--- src/rtl/if_id_skid.sv ---
// IF->ID pipeline stage: valid/ready handshake, 2-entry skid buffer, flush and bubble insertion.
// Optional performance counters are enabled by defining IF_ID_SKID_PERF_EN.
module if_id_skid #(
  parameter int unsigned         ADDR_W      = 32,
  parameter int unsigned         INST_W      = 32,
  parameter int unsigned         SB_W        = 4,
  parameter logic [INST_W-1:0]   BUBBLE_INST = '0,
  parameter int unsigned         CNT_W       = 32
) (
  input  logic              clk,
  input  logic              rst,
  input  logic              flush,
  input  logic              in_valid,
  output logic              in_ready,
  input  logic [ADDR_W-1:0] in_pc,
  input  logic [INST_W-1:0] in_inst,
  input  logic [SB_W-1:0]   in_sb,
`ifdef IF_ID_SKID_PERF_EN
  output logic [CNT_W-1:0]  stall_cnt,
  output logic [CNT_W-1:0]  bubble_cnt,
`endif
  output logic              out_valid,
  input  logic              out_ready,
  output logic [ADDR_W-1:0] out_pc,
  output logic [INST_W-1:0] out_inst,
  output logic [SB_W-1:0]   out_sb
);

  if (SB_W < 1) begin : g_sb_w_chk
    $error("if_id_skid: SB_W must be >= 1");
  end
  if (CNT_W < 1) begin : g_cnt_w_chk
    $error("if_id_skid: CNT_W must be >= 1");
  end

  // Encoding doubles as the valid bits: bit0 = main valid, bit1 = skid valid.
  typedef enum logic [1:0] {
    EMPTY = 2'b00,
    ONE   = 2'b01,
    FULL  = 2'b11
  } state_e;

  state_e            state_q, state_d;
  logic [ADDR_W-1:0] main_pc_q, main_pc_d;
  logic [INST_W-1:0] main_inst_q, main_inst_d;
  logic [SB_W-1:0]   main_sb_q, main_sb_d;
  logic [ADDR_W-1:0] skid_pc_q, skid_pc_d;
  logic [INST_W-1:0] skid_inst_q, skid_inst_d;
  logic [SB_W-1:0]   skid_sb_q, skid_sb_d;

  logic accept;
  logic pop;

  assign in_ready  = ~state_q[1];
  assign out_valid = state_q[0];
  assign out_pc    = main_pc_q;
  assign out_inst  = main_inst_q;
  assign out_sb    = main_sb_q;

  assign accept = in_valid & in_ready;
  assign pop    = out_valid & out_ready;

  always_comb begin
    state_d     = state_q;
    main_pc_d   = main_pc_q;
    main_inst_d = main_inst_q;
    main_sb_d   = main_sb_q;
    skid_pc_d   = skid_pc_q;
    skid_inst_d = skid_inst_q;
    skid_sb_d   = skid_sb_q;

    if (flush) begin
      state_d     = EMPTY;
      main_pc_d   = '0;
      main_inst_d = BUBBLE_INST;
      main_sb_d   = '0;
      skid_pc_d   = '0;
      skid_inst_d = '0;
      skid_sb_d   = '0;
    end else begin
      case (state_q)
        EMPTY: begin
          if (accept) begin
            state_d     = ONE;
            main_pc_d   = in_pc;
            main_inst_d = in_inst;
            main_sb_d   = in_sb;
          end
        end
        ONE: begin
          if (accept && pop) begin
            main_pc_d   = in_pc;
            main_inst_d = in_inst;
            main_sb_d   = in_sb;
          end else if (accept) begin
            state_d     = FULL;
            skid_pc_d   = in_pc;
            skid_inst_d = in_inst;
            skid_sb_d   = in_sb;
          end else if (pop) begin
            state_d     = EMPTY;
            main_pc_d   = '0;
            main_inst_d = BUBBLE_INST;
            main_sb_d   = '0;
          end
        end
        FULL: begin
          if (pop) begin
            state_d     = ONE;
            main_pc_d   = skid_pc_q;
            main_inst_d = skid_inst_q;
            main_sb_d   = skid_sb_q;
            skid_pc_d   = '0;
            skid_inst_d = '0;
            skid_sb_d   = '0;
          end
        end
        default: begin
          state_d     = EMPTY;
          main_pc_d   = '0;
          main_inst_d = BUBBLE_INST;
          main_sb_d   = '0;
          skid_pc_d   = '0;
          skid_inst_d = '0;
          skid_sb_d   = '0;
        end
      endcase
    end
  end

  always_ff @(posedge clk or posedge rst) begin
    if (rst) begin
      state_q     <= EMPTY;
      main_pc_q   <= '0;
      main_inst_q <= BUBBLE_INST;
      main_sb_q   <= '0;
      skid_pc_q   <= '0;
      skid_inst_q <= '0;
      skid_sb_q   <= '0;
    end else begin
      state_q     <= state_d;
      main_pc_q   <= main_pc_d;
      main_inst_q <= main_inst_d;
      main_sb_q   <= main_sb_d;
      skid_pc_q   <= skid_pc_d;
      skid_inst_q <= skid_inst_d;
      skid_sb_q   <= skid_sb_d;
    end
  end

`ifdef IF_ID_SKID_PERF_EN
  logic [CNT_W-1:0] stall_cnt_q, stall_cnt_d;
  logic [CNT_W-1:0] bubble_cnt_q, bubble_cnt_d;

  // Saturating counters; flush deliberately leaves them untouched.
  always_comb begin
    stall_cnt_d  = stall_cnt_q;
    bubble_cnt_d = bubble_cnt_q;
    if (out_valid && !out_ready && (stall_cnt_q != {CNT_W{1'b1}}))
      stall_cnt_d = stall_cnt_q + CNT_W'(1);
    if (!out_valid && !flush && (bubble_cnt_q != {CNT_W{1'b1}}))
      bubble_cnt_d = bubble_cnt_q + CNT_W'(1);
  end

  always_ff @(posedge clk or posedge rst) begin
    if (rst) begin
      stall_cnt_q  <= '0;
      bubble_cnt_q <= '0;
    end else begin
      stall_cnt_q  <= stall_cnt_d;
      bubble_cnt_q <= bubble_cnt_d;
    end
  end

  assign stall_cnt  = stall_cnt_q;
  assign bubble_cnt = bubble_cnt_q;
`endif

endmodule

--- config.mk ---
export PLATFORM = sky130hd
export DESIGN_NAME = if_id_skid
export DESIGN_NICKNAME = d
export VERILOG_FILES = /design/src/rtl/if_id_skid.sv
export SDC_FILE = /design/constraint.sdc
export NUM_CORES = 1
export LEC_CHECK = 0
export ABC_AREA = 1
export CORE_MARGIN = 4
export CORE_UTILIZATION = 48
export CTS_CLUSTER_DIAMETER = 100
export CTS_CLUSTER_SIZE = 25
export DETAILED_ROUTE_END_ITERATION = 10
export PLACE_DENSITY = 0.85
export SLEW_MARGIN = 5
export SYNTH_ARGS = -nofsm -noshare
export SYNTH_HDL_FRONTEND = slang
export SYNTH_SLANG_ARGS = --single-unit
--- constraint.sdc ---
create_clock -name clk -period 4.9 [get_ports clk]
set_clock_uncertainty 0.15 [all_clocks]
set_input_delay 0.98 -clock clk [delete_from_list [all_inputs] [get_ports clk]]
set_output_delay 0.98 -clock clk [all_outputs]
set_load 0.1 [all_outputs]
# After elaboration in Yosys (flattened, before gate mapping)
# Index checks and enable logic that the tools add are counted.
[op_classes] n_eq_ne=10 mux=35 n_bitwise=3 reduce_logical=5
[ops] cell="two-way mux 32 bit" n=14
[ops] cell="case mux 32 bit (3 select lines)" n=4
[ops] cell="two-way mux 4 bit" n=8
[ops] cell="case mux 4 bit (3 select lines)" n=2
[ops] cell="two-way mux 2 bit" n=6
[ops] cell="inequality test 3 bit, second input constant" n=4
[ops] cell="inequality test 4 bit, second input constant" n=3
[ops] cell="AND reduction 4 bit" n=3
[ops] cell="case mux 2 bit (3 select lines)" n=1
[ops] cell="bitwise AND 1 bit" n=2
[ops] cell="equality test 2 x 1 -> 1 bit, second input constant" n=1
[ops] cell="equality test 2 bit, second input constant" n=1
[ops] cell="zero test 2 bit" n=1
[ops] cell="inequality test 2 bit, second input constant" n=1
[ops] cell="logical AND 1 bit" n=1
[ops] cell="inverter 1 bit" n=1
[totals] reg_bits=138 inputBits=73 out_inout_bits=70 elab_cells=60

# Longest topological paths before layout
[depth] word_depth=6 ltp_mapped=13 ltp_nobuf=10

# Least setup slack after synthesis
# Ideal clock, no wire load.
[synth_timing] path_type="flip-flop to flip-flop" start="reg state_q[1]" end="reg skid_inst_q[10]" setup_time_ns=0.067 arrival_time_ns=2.441 required_ns=4.683 slack_ns=2.243 path_stages_with_launch=12 n_path_buf=3 synth_period_minus_slack_ns=2.657 cell_sequence="dfrtp_1 inv_1 ha_1 buf_2 nand3_1 nor2_1 nand2_1 nand3_2 buf_4 buf_2 nand2_1 nand2_1"
[synth_via] elab_chain_cells=5 word_cells_on_any_way=13
[synth_rtl] item="from (decl)" line="43" text="state_e state_q, state_d;"
[synth_rtl] item="from (signal assigned)" line="141" text="state_q <= state_d;"
[synth_rtl] item="inverter 1 bit (*)" line="54" text="assign in_ready = ~state_q[1];"
[synth_rtl] item="named net in_ready" line="14" text="output logic in_ready,"
[synth_rtl] item="bitwise AND 1 bit (*)" line="60" text="assign accept = in_valid & in_ready;"
[synth_rtl] item="logical AND 1 bit" line="91" text="if (accept && pop) begin"
[synth_rtl] item="inequality test 3 bit (no source line)"
[synth_rtl] item="AND reduction 4 bit (no source line) (*)"
[synth_rtl] item="to (signal assigned)" line="146" text="skid_inst_q <= skid_inst_d;"
[synth_rtl] item="to (decl)" line="48" text="logic [INST_W-1:0] skid_inst_q, skid_inst_d;"
# The timed path passes the listed nets; every way through them passes the cells marked *.
# A chain may end at the register's enable or synchronous reset.

# Worst setup path in the final report
[layout_timing] start="reg state_q[1]" end="out in_ready"
[layout_via] elab_chain_cells=1
[layout_rtl] item="inverter 1 bit" line="54"
[layout_rtl] item="to (decl)" line="14"
# Every way passes these cells.

==> qor.yml <==
status: "finished clean"
synth.net_count: 1161
antenna_found_initial: 0
wire_per_inst_um: 15.6
tns_ns: 0
finalHoldViolCount: 0
ios: 143
initial_core_util_pct: 49.7
rsz0062_at_grt: "false"
min_path_type: "reg2reg"
slew_headroom_pct: 17.8
hold_end: "skid_pc_q[22]"
root_buffer: "clkbuf_16"
rrSetupSlack_ns: 1.65
synth_cell_type_count: 23
clk_latency_ns: 0.42
post_cts_buffers: 0
ys_seq_elements: 138
cts_sinks: 138
final_util_pct: 62.8
die-area_um2: 18100
ys_seq_area_share_pct: 45.0
slew_viol_final: 0
min-delay-start: "skid_pc_q[22]"
numPortBuffers: 142
arrival_ns: 2.21
hold-path-cell-count: 2
power_w: 0.00658
crit_type: "reg2out"
avgSynthCellArea_um2: 7.08
drtAntennaViolNets: 0
grt_pass1_wl_um: 36500
grt_util_all_layers_pct: 24.8
r2r_start: "state_q[1]"
postSynthCellCount: 1084
die_x_um: 134
syn_area_um2: 7670
required_ns: 3.77
whs_ns: 0.319
worstMarginPinSlew_ns: 1.23
vdd_drop_max_v: 0.000397
die_y_um: 134
initialDrtViolationCount: 762
power_density_nw_per_um2: 679
area_growth_pct: 26.3
grt_pass1_vias: 7553
period_share_pct: 68.1
placed_area_um2: 9060
cts_made_buffers: 17
place_congestion: 0.802
setup_viol: 0
num_vias: 7574
max_freq_ghz: 0.300
clockBufferDepth: 2
routed_wl_um: 21700
hpwl_um: 12400
cts_tree: "built"
via_per_inst: 5.43
grt_start_max_net_pins: 124
drc: 0
postLayoutCellArea_um2: 9690
drv_cap: 0
r2r_cells: 10
worstPathMaxFanout: 6
hold_buffers: 0
period_needed_ns: 3.34
reg2reg_to: "skid_pc_q[28]"
core_area_um2: 15400
ys_warn_count: 0
drive_above_1_share_pct: 4.91
end_kind: "output pin"
first_pass_iters: 5
grt-ovfl-total: 0
htree_levels: 4
cts.clk_slew.worst_paths_ns: 0.06
rows: 45
nNetsFinal: 1246
start_kind: "register"
post_cts_resize_count: 0
leakagePower_nw: 4.94
## cell usage after synthesis
cell type  count  area (um^2)
a21oi_1        2         10.0
a21oi_2        1         8.76
buf_1          2         7.51
buf_2         31          155
buf_4          5         37.5
buf_6          3         33.8
clkbuf_1      48          180
dfrtp_1      138         3450
ha_1           4         50.1
inv_1          6         22.5
inv_2          3         11.3
nand2_1      552         2070
nand2_2        1         6.26
nand3_1       70          350
nand3_2        1         10.0
nand3b_1       1         7.51
nand4_1       71          444
nor2_1        73          274
nor2_4         1         11.3
nor3_1         1         5.00
o21ai_0        1         5.00
o21bai_1      68          510
or2_2          1         6.26
## stage by stage
stage | std cells | setup WS, ns
after floorplan | 1084 | 0.0738
final | 1394 | 1.56
after global routing | 1393 | 1.35
after global placement | 1361 | 1.49
after detailed placement | 1361 | 1.36
after CTS | 1393 | 1.55
## state kept, by name, indices dropped and copies added, names as in the netlist
register and cells:
skid_pc_q 32, out_sb 4, state_q 2, out_pc 32
out_inst 32, skid_inst_q 32, skid_sb_q 4
## layout make-up
cell class	count	area, um^2
fillers	1339	5740
multi-input cells	848	3790
flip-flops and latches	138	3450
repair buffers	155	1510
clock buffers	20	457
well taps	211	264
clock inverters	12	171
inverters	9	38.8
diodes	1	2.50
## per-layer routing
metal  vias up  global-route usage (%)  routed length (um)
li1       3655                       -                   -
met1      3521                    31.4                9410
met2       351                    41.3               10300
met3        47                    5.29                1490
met4         0                    10.5                 483
met5         -                       0                   0
## kinds of logic after synthesis
family	after synthesis	share of synthesized area (%)
AND/OR/NAND/NOR	772	41.5
flip-flops	138	45.0
buffers and inverters	98	5.84
AO/OA/AOI/OAI	72	6.96
adder cells (fa/ha/maj)	4	0.652
## how the worst max path moves through the flow
stage	from	to	slack (ns)	cells past startpoint
floorplan	rst	out_inst[0]	0.07	1
global placement	out_ready	skid_inst_q[13]	1.49	8
detailed placement	out_ready	out_inst[17]	1.36	9
CTS	state_q[1]	in_ready	1.55	2
global route	state_q[1]	skid_pc_q[21]	1.35	10
finish	state_q[1]	in_ready	1.56	2
## where the power goes
group,switching (W),leakage (nW),internal [W]
clock network,0.000491,0.302,0.000875
registers,0.000206,1.86,0.00148
logic,0.00270,2.77,0.000818
total,0.00340,4.94,0.00317
## layout by cell type (no fill, tap or decap), types with 2 or more instances in the layout
| master | n |
|---|---|
| a21oi_1 | 2 |
| buf_4 | 13 |
| bufinv_16 | 4 |
| clkbuf_16 | 17 |
| clkbuf_8 | 2 |
| clkdlybuf4s50_1 | 141 |
| clkinv_2 | 4 |
| clkinvlp_4 | 3 |
| dfrtp_1 | 138 |
| ha_2 | 3 |
| inv_1 | 5 |
| inv_2 | 3 |
| nand2_1 | 551 |
| nand2_2 | 2 |
| nand3_1 | 70 |
| nand4_1 | 71 |
| nor2_1 | 73 |
| o21bai_1 | 68 |
## critical path, stage by stage, from the launching register on
cell             delay [ns]
dfrtp_1                0.43
inv_1                  0.19
clkdlybuf4s50_1        1.17
Note: power is estimated with default switching activity, not from simulation.
